File: config.mk
export PLATFORM = sky130hd
export DESIGN_NAME = or_1bit_vector_sequencer_flat
export DESIGN_NICKNAME = d
export VERILOG_FILES = /design/src/rtl/or_1bit_vector_sequencer_if.sv /design/src/rtl/or_1bit_vector_sequencer.sv /design/src/flat_wrapper.sv
export SDC_FILE = /design/constraint.sdc
export NUM_CORES = 1
export LEC_CHECK = 0
export CAP_MARGIN = 0
export CORE_MARGIN = 10
export CORE_UTILIZATION = 55
export DETAILED_ROUTE_END_ITERATION = 7
export GPL_ROUTABILITY_DRIVEN = 0
export PLACE_DENSITY_LB_ADDON = 0.1
export SYNTH_ARGS = -nofsm -noshare
export SYNTH_HDL_FRONTEND = slang
export SYNTH_SLANG_ARGS = --single-unit
export TNS_END_PERCENT = 30
File: constraint.sdc
create_clock -name clk -period 2.8 [get_ports clk]
set_input_delay 0.84 -clock clk [delete_from_list [all_inputs] [get_ports clk]]
set_output_delay 0.84 -clock clk [all_outputs]
set_load 0.01 [all_outputs]
File: src/rtl/or_1bit_vector_sequencer_if.sv
// Handshake/bus bundle between the OR-fabric sequencer and the environment around it.
// The sequencer takes the master modport; the side that hosts the mapped DUT takes the slave modport.
interface or_1bit_vector_sequencer_if #(
  parameter int unsigned CNT_W = 8
);
  logic             start;
  logic             dut_a;
  logic             dut_b;
  logic             dut_c;
  logic             busy;
  logic             done;
  logic             pass;
  logic [CNT_W-1:0] vec_idx;
  logic [CNT_W-1:0] pass_cnt;
  logic [CNT_W-1:0] fail_cnt;
  logic [CNT_W-1:0] first_fail_idx;

  modport master (
    input  start,
    input  dut_c,
    output dut_a,
    output dut_b,
    output busy,
    output done,
    output pass,
    output vec_idx,
    output pass_cnt,
    output fail_cnt,
    output first_fail_idx
  );

  modport slave (
    output start,
    output dut_c,
    input  dut_a,
    input  dut_b,
    input  busy,
    input  done,
    input  pass,
    input  vec_idx,
    input  pass_cnt,
    input  fail_cnt,
    input  first_fail_idx
  );
endinterface

File: src/rtl/or_1bit_vector_sequencer.sv
// Self-checking stimulus sequencer for a 1-bit OR fabric: drives a/b, waits a settle
// window, compares c against a|b and keeps a pass/fail tally with a final verdict.
module or_1bit_vector_sequencer #(
  parameter int unsigned NUM_VECTORS   = 6,
  parameter int unsigned SETTLE_CYCLES = 1,
  parameter int unsigned WARMUP_CYCLES = 10,
  parameter int unsigned CNT_W         = 8
) (
  input logic                        clk,
  input logic                        rst,
  or_1bit_vector_sequencer_if.master bus
);

  typedef enum logic [2:0] {
    IDLE,
    WARMUP,
    DRIVE,
    SETTLE,
    CHECK,
    COOLDOWN,
    DONE
  } state_e;

  localparam int unsigned CYC_W = 8;
  localparam logic [CYC_W-1:0] WARM_LAST   =
    CYC_W'((WARMUP_CYCLES == 0) ? 0 : WARMUP_CYCLES - 1);
  localparam logic [CYC_W-1:0] SETTLE_LAST =
    CYC_W'((SETTLE_CYCLES == 0) ? 0 : SETTLE_CYCLES - 1);
  localparam logic [CNT_W-1:0] LAST_IDX    = CNT_W'(NUM_VECTORS - 1);
  localparam logic [CNT_W-1:0] NO_FAIL     = '1;
  localparam logic [CNT_W-1:0] TABLE_LEN   = CNT_W'(6);
  localparam logic [CNT_W-1:0] ONE         = CNT_W'(1);
  localparam logic [CYC_W-1:0] CYC_ONE     = CYC_W'(1);

  state_e           state_q, state_d;
  logic [CYC_W-1:0] cyc_q, cyc_d;
  logic             a_q, a_d;
  logic             b_q, b_d;
  logic             busy_q, busy_d;
  logic             done_q, done_d;
  logic             pass_q, pass_d;
  logic [CNT_W-1:0] vec_q, vec_d;
  logic [CNT_W-1:0] pcnt_q, pcnt_d;
  logic [CNT_W-1:0] fcnt_q, fcnt_d;
  logic [CNT_W-1:0] ffi_q, ffi_d;

  logic             start_ok_c;
  logic             mismatch_c;
  logic [1:0]       entry_c;

  // Six-entry operand table {a,b}; longer runs wrap around it.
  function automatic logic [1:0] vec_entry(input logic [CNT_W-1:0] idx);
    logic [CNT_W-1:0] m;
    m = idx % TABLE_LEN;
    case (m[2:0])
      3'd0:    vec_entry = 2'b00;
      3'd1:    vec_entry = 2'b01;
      3'd2:    vec_entry = 2'b10;
      3'd3:    vec_entry = 2'b11;
      3'd4:    vec_entry = 2'b01;
      default: vec_entry = 2'b10;
    endcase
  endfunction

  assign entry_c = vec_entry(vec_q);

  // Case-inequality so an X/Z from the fabric is a mismatch in simulation.
  assign mismatch_c = (bus.dut_c !== (a_q | b_q));

  // In DONE a new run is only taken once the verdict has been published.
  assign start_ok_c = bus.start &&
                      ((state_q == IDLE) || ((state_q == DONE) && done_q));

  // Next-state and next-output logic.
  always_comb begin
    state_d = state_q;
    cyc_d   = cyc_q;
    a_d     = a_q;
    b_d     = b_q;
    done_d  = done_q;
    pass_d  = pass_q;
    vec_d   = vec_q;
    pcnt_d  = pcnt_q;
    fcnt_d  = fcnt_q;
    ffi_d   = ffi_q;

    case (state_q)
      IDLE, DONE: begin
        if ((state_q == DONE) && !done_q) begin
          done_d = 1'b1;
          pass_d = (fcnt_q == '0);
        end
        if (start_ok_c) begin
          cyc_d   = '0;
          vec_d   = '0;
          pcnt_d  = '0;
          fcnt_d  = '0;
          ffi_d   = NO_FAIL;
          done_d  = 1'b0;
          pass_d  = 1'b0;
          a_d     = 1'b0;
          b_d     = 1'b0;
          state_d = (WARMUP_CYCLES == 0) ? DRIVE : WARMUP;
        end
      end

      WARMUP: begin
        a_d = 1'b0;
        b_d = 1'b0;
        if (cyc_q == WARM_LAST) begin
          cyc_d   = '0;
          state_d = DRIVE;
        end else begin
          cyc_d = cyc_q + CYC_ONE;
        end
      end

      DRIVE: begin
        a_d     = entry_c[1];
        b_d     = entry_c[0];
        cyc_d   = '0;
        state_d = SETTLE;
      end

      SETTLE: begin
        if (cyc_q == SETTLE_LAST) begin
          cyc_d   = '0;
          state_d = CHECK;
        end else begin
          cyc_d = cyc_q + CYC_ONE;
        end
      end

      CHECK: begin
        if (mismatch_c) begin
          fcnt_d = fcnt_q + ONE;
          if (fcnt_q == '0) begin
            ffi_d = vec_q;
          end
        end else begin
          pcnt_d = pcnt_q + ONE;
        end
        cyc_d = '0;
        if (vec_q == LAST_IDX) begin
          state_d = (WARMUP_CYCLES == 0) ? DONE : COOLDOWN;
        end else begin
          vec_d   = vec_q + ONE;
          state_d = DRIVE;
        end
      end

      COOLDOWN: begin
        a_d = 1'b0;
        b_d = 1'b0;
        if (cyc_q == WARM_LAST) begin
          cyc_d   = '0;
          state_d = DONE;
        end else begin
          cyc_d = cyc_q + CYC_ONE;
        end
      end

      default: begin
        state_d = IDLE;
      end
    endcase

    busy_d = (state_d != IDLE) && (state_d != DONE);
  end

  // State and output registers.
  always_ff @(posedge clk or posedge rst) begin
    if (rst) begin
      state_q <= IDLE;
      cyc_q   <= '0;
      a_q     <= 1'b0;
      b_q     <= 1'b0;
      busy_q  <= 1'b0;
      done_q  <= 1'b0;
      pass_q  <= 1'b0;
      vec_q   <= '0;
      pcnt_q  <= '0;
      fcnt_q  <= '0;
      ffi_q   <= NO_FAIL;
    end else begin
      state_q <= state_d;
      cyc_q   <= cyc_d;
      a_q     <= a_d;
      b_q     <= b_d;
      busy_q  <= busy_d;
      done_q  <= done_d;
      pass_q  <= pass_d;
      vec_q   <= vec_d;
      pcnt_q  <= pcnt_d;
      fcnt_q  <= fcnt_d;
      ffi_q   <= ffi_d;
    end
  end

  assign bus.dut_a          = a_q;
  assign bus.dut_b          = b_q;
  assign bus.busy           = busy_q;
  assign bus.done           = done_q;
  assign bus.pass           = pass_q;
  assign bus.vec_idx        = vec_q;
  assign bus.pass_cnt       = pcnt_q;
  assign bus.fail_cnt       = fcnt_q;
  assign bus.first_fail_idx = ffi_q;

endmodule
File: src/flat_wrapper.sv
// flat-port wrapper written by rule: the top's interface ports become plain ports
module or_1bit_vector_sequencer_flat 
#(
  parameter int unsigned NUM_VECTORS   = 6,
  parameter int unsigned SETTLE_CYCLES = 1,
  parameter int unsigned WARMUP_CYCLES = 10,
  parameter int unsigned CNT_W         = 8
)
  (clk, rst, bus_start, bus_dut_c, bus_dut_a, bus_dut_b, bus_busy, bus_done, bus_pass, bus_vec_idx, bus_pass_cnt, bus_fail_cnt, bus_first_fail_idx);
  or_1bit_vector_sequencer_if #(.CNT_W(CNT_W)) bus_i ();
  input logic clk;
  input logic rst;
  input wire logic [$bits(bus_i.start)-1:0] bus_start;
  input wire logic [$bits(bus_i.dut_c)-1:0] bus_dut_c;
  output wire logic [$bits(bus_i.dut_a)-1:0] bus_dut_a;
  output wire logic [$bits(bus_i.dut_b)-1:0] bus_dut_b;
  output wire logic [$bits(bus_i.busy)-1:0] bus_busy;
  output wire logic [$bits(bus_i.done)-1:0] bus_done;
  output wire logic [$bits(bus_i.pass)-1:0] bus_pass;
  output wire logic [$bits(bus_i.vec_idx)-1:0] bus_vec_idx;
  output wire logic [$bits(bus_i.pass_cnt)-1:0] bus_pass_cnt;
  output wire logic [$bits(bus_i.fail_cnt)-1:0] bus_fail_cnt;
  output wire logic [$bits(bus_i.first_fail_idx)-1:0] bus_first_fail_idx;
  assign bus_i.start = bus_start;
  assign bus_i.dut_c = bus_dut_c;
  assign bus_dut_a = bus_i.dut_a;
  assign bus_dut_b = bus_i.dut_b;
  assign bus_busy = bus_i.busy;
  assign bus_done = bus_i.done;
  assign bus_pass = bus_i.pass;
  assign bus_vec_idx = bus_i.vec_idx;
  assign bus_pass_cnt = bus_i.pass_cnt;
  assign bus_fail_cnt = bus_i.fail_cnt;
  assign bus_first_fail_idx = bus_i.first_fail_idx;
  or_1bit_vector_sequencer #(.NUM_VECTORS(NUM_VECTORS), .SETTLE_CYCLES(SETTLE_CYCLES), .WARMUP_CYCLES(WARMUP_CYCLES), .CNT_W(CNT_W)) u_core (.clk(clk), .rst(rst), .bus(bus_i));
endmodule
==> summary.md <==
| Metric | Value |
|---|---|
| Post-CTS Setup Inserts | 0 |
| Worst min path class | reg2reg |
| Most frequent cells in the layout | 46 x nor2_1, 40 x clkdlybuf4s50_1, 40 x dfrtp_1 |
| CP arrival | 2730 ps |
| Maximum fanout along the worst path | 8 |
| Period utilisation layout | 0.908 |
| Worst Hold Depth | 2 |
| Worst slew margin | 0.529 |
| Max cap viols | 0 |
| F_max | 393 MHz |
| Bufs on Longest Clock Path | 2 |
| CP cell instances | inv_1 -> ha_1 -> nor2_1 -> o311ai_0 -> o21ai_0 -> a221oi_1 -> nor3_1 -> mux2i_1 -> nand2_1 |
| Pin count of the biggest net entering global routing | 49 |
| P_leak | roughly 1.6 nW |
| H-tree levels | 2 |
| GR Layer Usage met3 | 0.0371 |
| Ys flop type | dfrtp_1 |
| Die height | 92.4 um |
| Synth area leaders | dfrtp_1 35%, dfstp_2 7.3%, nor2_1 6.0% |
| Met1 usage | 0.195 |
| Largest area contributor in the netlist | dfrtp_1 |
| Grt peak-use layer | met2 |
| Post-Layout Cell Count | roughly 440 |
| CP bufs+invs | 1 |
| Worst setup margin | ~260 ps |
| Reg clk slew, reported paths | 100 ps |
| Row cnt | 26 |
| Pwr dens | 642 nW/um2 |
| Die X | ~90 um |
| CP startpoint kind | flip-flop |
| Synthesized area per cell | 8.75 um2 |
| FF-to-FF path depth | 9 |
| Die area | approximately 8500 um2 |
| Status | finished clean |
| Register bit total from synthesis | 48 |
| # IOs | 41 |
| ANT cells | 0 |
| Inst Count DP | 434 |
| IO buf count | 40 |
| RSZ-0062 raised after global routing | no |
| Share of layout cells above drive strength 1 | 0.118 |
| Clk_skew | between 10 and 15 ps |
| Number of global-route vias before repair | around 2400 |
| Clock latency on the worst-skew pair | 310 ps |
| Final hold slack | 508 ps |
| First-pass GRT wire length | 11.2 mm |
| DRT Wirelength | 6.63 mm |
| Stages on the worst setup path | 9 |
| Sequential area share after synthesis | 0.421 |
| DRC violation count after routing | 0 |
| Fin. Hold Viols | 0 |
| Crit path max-delay family | simple AND/OR/NAND/NOR gates |
| Initial antenna violation count | 0 |
| Drt pass-1 iters | 4 |
| Layout net count | 385 |
| DR WL/cell | around 15 um |
| Clk sinks | 48 |
| CP Class | reg2reg |
| Synthesis Warnings | 0 |
| Worst-margin pin slew | 706 ps |
| Area share of the largest cell type after synthesis | 0.348 |
| CTS tree | built |
| Final min period | 2540 ps |
| Post-Syn Area | 2880 um2 |
| Worst stage delay on the critical path | 490 ps |
| WP data required | 2990 ps |
| Initial Util | 0.564 |
| Mapped Cells | 329 |
| DP HPWL | 4.92 mm |
| Drt initial violations | between 100 and 150 |
| ANT nets after route | 0 |
| Post-synth ARST share | 1.00 |
| Syn_nets | 343 |
| Count of flip-flops with a built-in enable after synthesis | 0 |
| Vias | 2509 |
| VDD IR max | 0.483 mV |
| Crit end category | flip-flop |
| Gr usage total | 0.157 |
| Most common cell after layout, fill and taps aside | nor2_1 |
| Routing usage on met2 | 0.268 |
| Setup violators final | 0 |
| Area grow syn2layout | 21.9% |
| Remaining global-route overflow | 0 |
| Post-DR vias/cell | between 5 and 6 |
| Cts hold-fix bufs | 0 |
| Root Driver | clkbuf_8 |
| Fin Setup TNS | 0 ps |
| Core Area | 5110 um2 |
| Dpl ws | 36.2 ps |
| CP max-delay cell | dfrtp_1 |
| Power, Total | 0.00226 W |
| Post-cts sizing count | 0 |
| Max Slew Vio Count | 0 |
| Cell variety after synth | 50 |
| CTS Buf Count | 5 |
sequential cells by signal, summed over array words and instances (netlist names):
register and flops:
u_core.bus.vec_idx 8, u_core.bus.fail_cnt 8, u_core.bus.dut_a 1, u_core.bus.busy 1
u_core.state_q 3, u_core.bus.dut_b 1, u_core.bus.done 1, u_core.cyc_q 8
u_core.bus.pass 1, u_core.bus.first_fail_idx 8, u_core.bus.pass_cnt 8
metal layers:
layer,part of all wire,wire [um]
met4,0.0057,38
met5,0,0
met1,0.43,2880
met2,0.51,3390
met3,0.049,322
cell type report:
class | instances | area, um2
timing repair buffer | 53 | 498
fill | 428 | 1600
multi-input combinational | 249 | 1550
clock buffer | 5 | 68.8
sequential | 48 | 1210
clock inverter | 3 | 46.3
tap | 70 | 87.6
inverter | 14 | 52.6
per-stage QoR:
step	utilization	instance area (um2)
4_1_cts	0.688	3510
3_5_place_dp	0.665	3400
6_report	0.688	3510
5_1_grt	0.688	3510
3_3_place_gp	0.665	3400
2_1_floorplan	-	2880
worst reg2reg max path, delay by kind of cell (launching register included):
kind | cells | cell delay (ps)
DFF | 1 | 490
adders and majority gates | 1 | 250
and+or+nand+nor | 3 | 870
AOI/OAI and AO/OA | 3 | 370
muxes | 1 | 270
buffers and inverters | 1 | 190
power breakdown:
group          switching [W]  leakage, nW  internal, W
registers           0.000137        0.631     0.000819
clock network       0.000247       0.0548     0.000269
logic               0.000412        0.866     0.000371
synthesized netlist by cell type (3+ instances only):
master and count:
nand4_1 9, or2_2 3, xor2_1 16, a21oi_1 20, nor4_1 4, nand2_1 22, or3_1 7, nand2b_1 8
a221oi_1 3, o21ai_0 22, clkbuf_1 13, and3_1 5, nor2_1 46, buf_2 4, dfrtp_1 40, ha_1 10
inv_1 14, dfstp_2 8, o21a_1 3, mux2i_1 8, nand3_1 13, xnor2_1 5, nor3_1 11
kinds of logic after synthesis:
logic type               synth area share
AND/OR/NAND/NOR                     0.265
flip-flops                          0.421
multiplexers                       0.0317
AO/OA/AOI/OAI                       0.132
adder cells (fa/ha/maj)            0.0434
buffers and inverters              0.0434
XOR/XNOR                           0.0639
worst paths after layout:
check	start	end	slack (ps)
max in group asynchronous	rst	u_core.bus.vec_idx[3]$_DFFE_PP0P_	1400
worst min-delay path	u_core.bus.first_fail_idx[5]$_DFFE_PP1P_	u_core.bus.first_fail_idx[5]$_DFFE_PP1P_	510
min in group asynchronous	rst	u_core.bus.pass_cnt[6]$_DFFE_PP0P_	990
worst max register to register	u_core.bus.vec_idx[0]$_DFFE_PP0P_	u_core.bus.dut_b$_DFFE_PP0P_	260
worst min register to register	u_core.bus.first_fail_idx[5]$_DFFE_PP1P_	u_core.bus.first_fail_idx[5]$_DFFE_PP1P_	510
worst max-delay path	u_core.bus.vec_idx[0]$_DFFE_PP0P_	u_core.bus.dut_b$_DFFE_PP0P_	260
(Power assumes the default switching activity.)
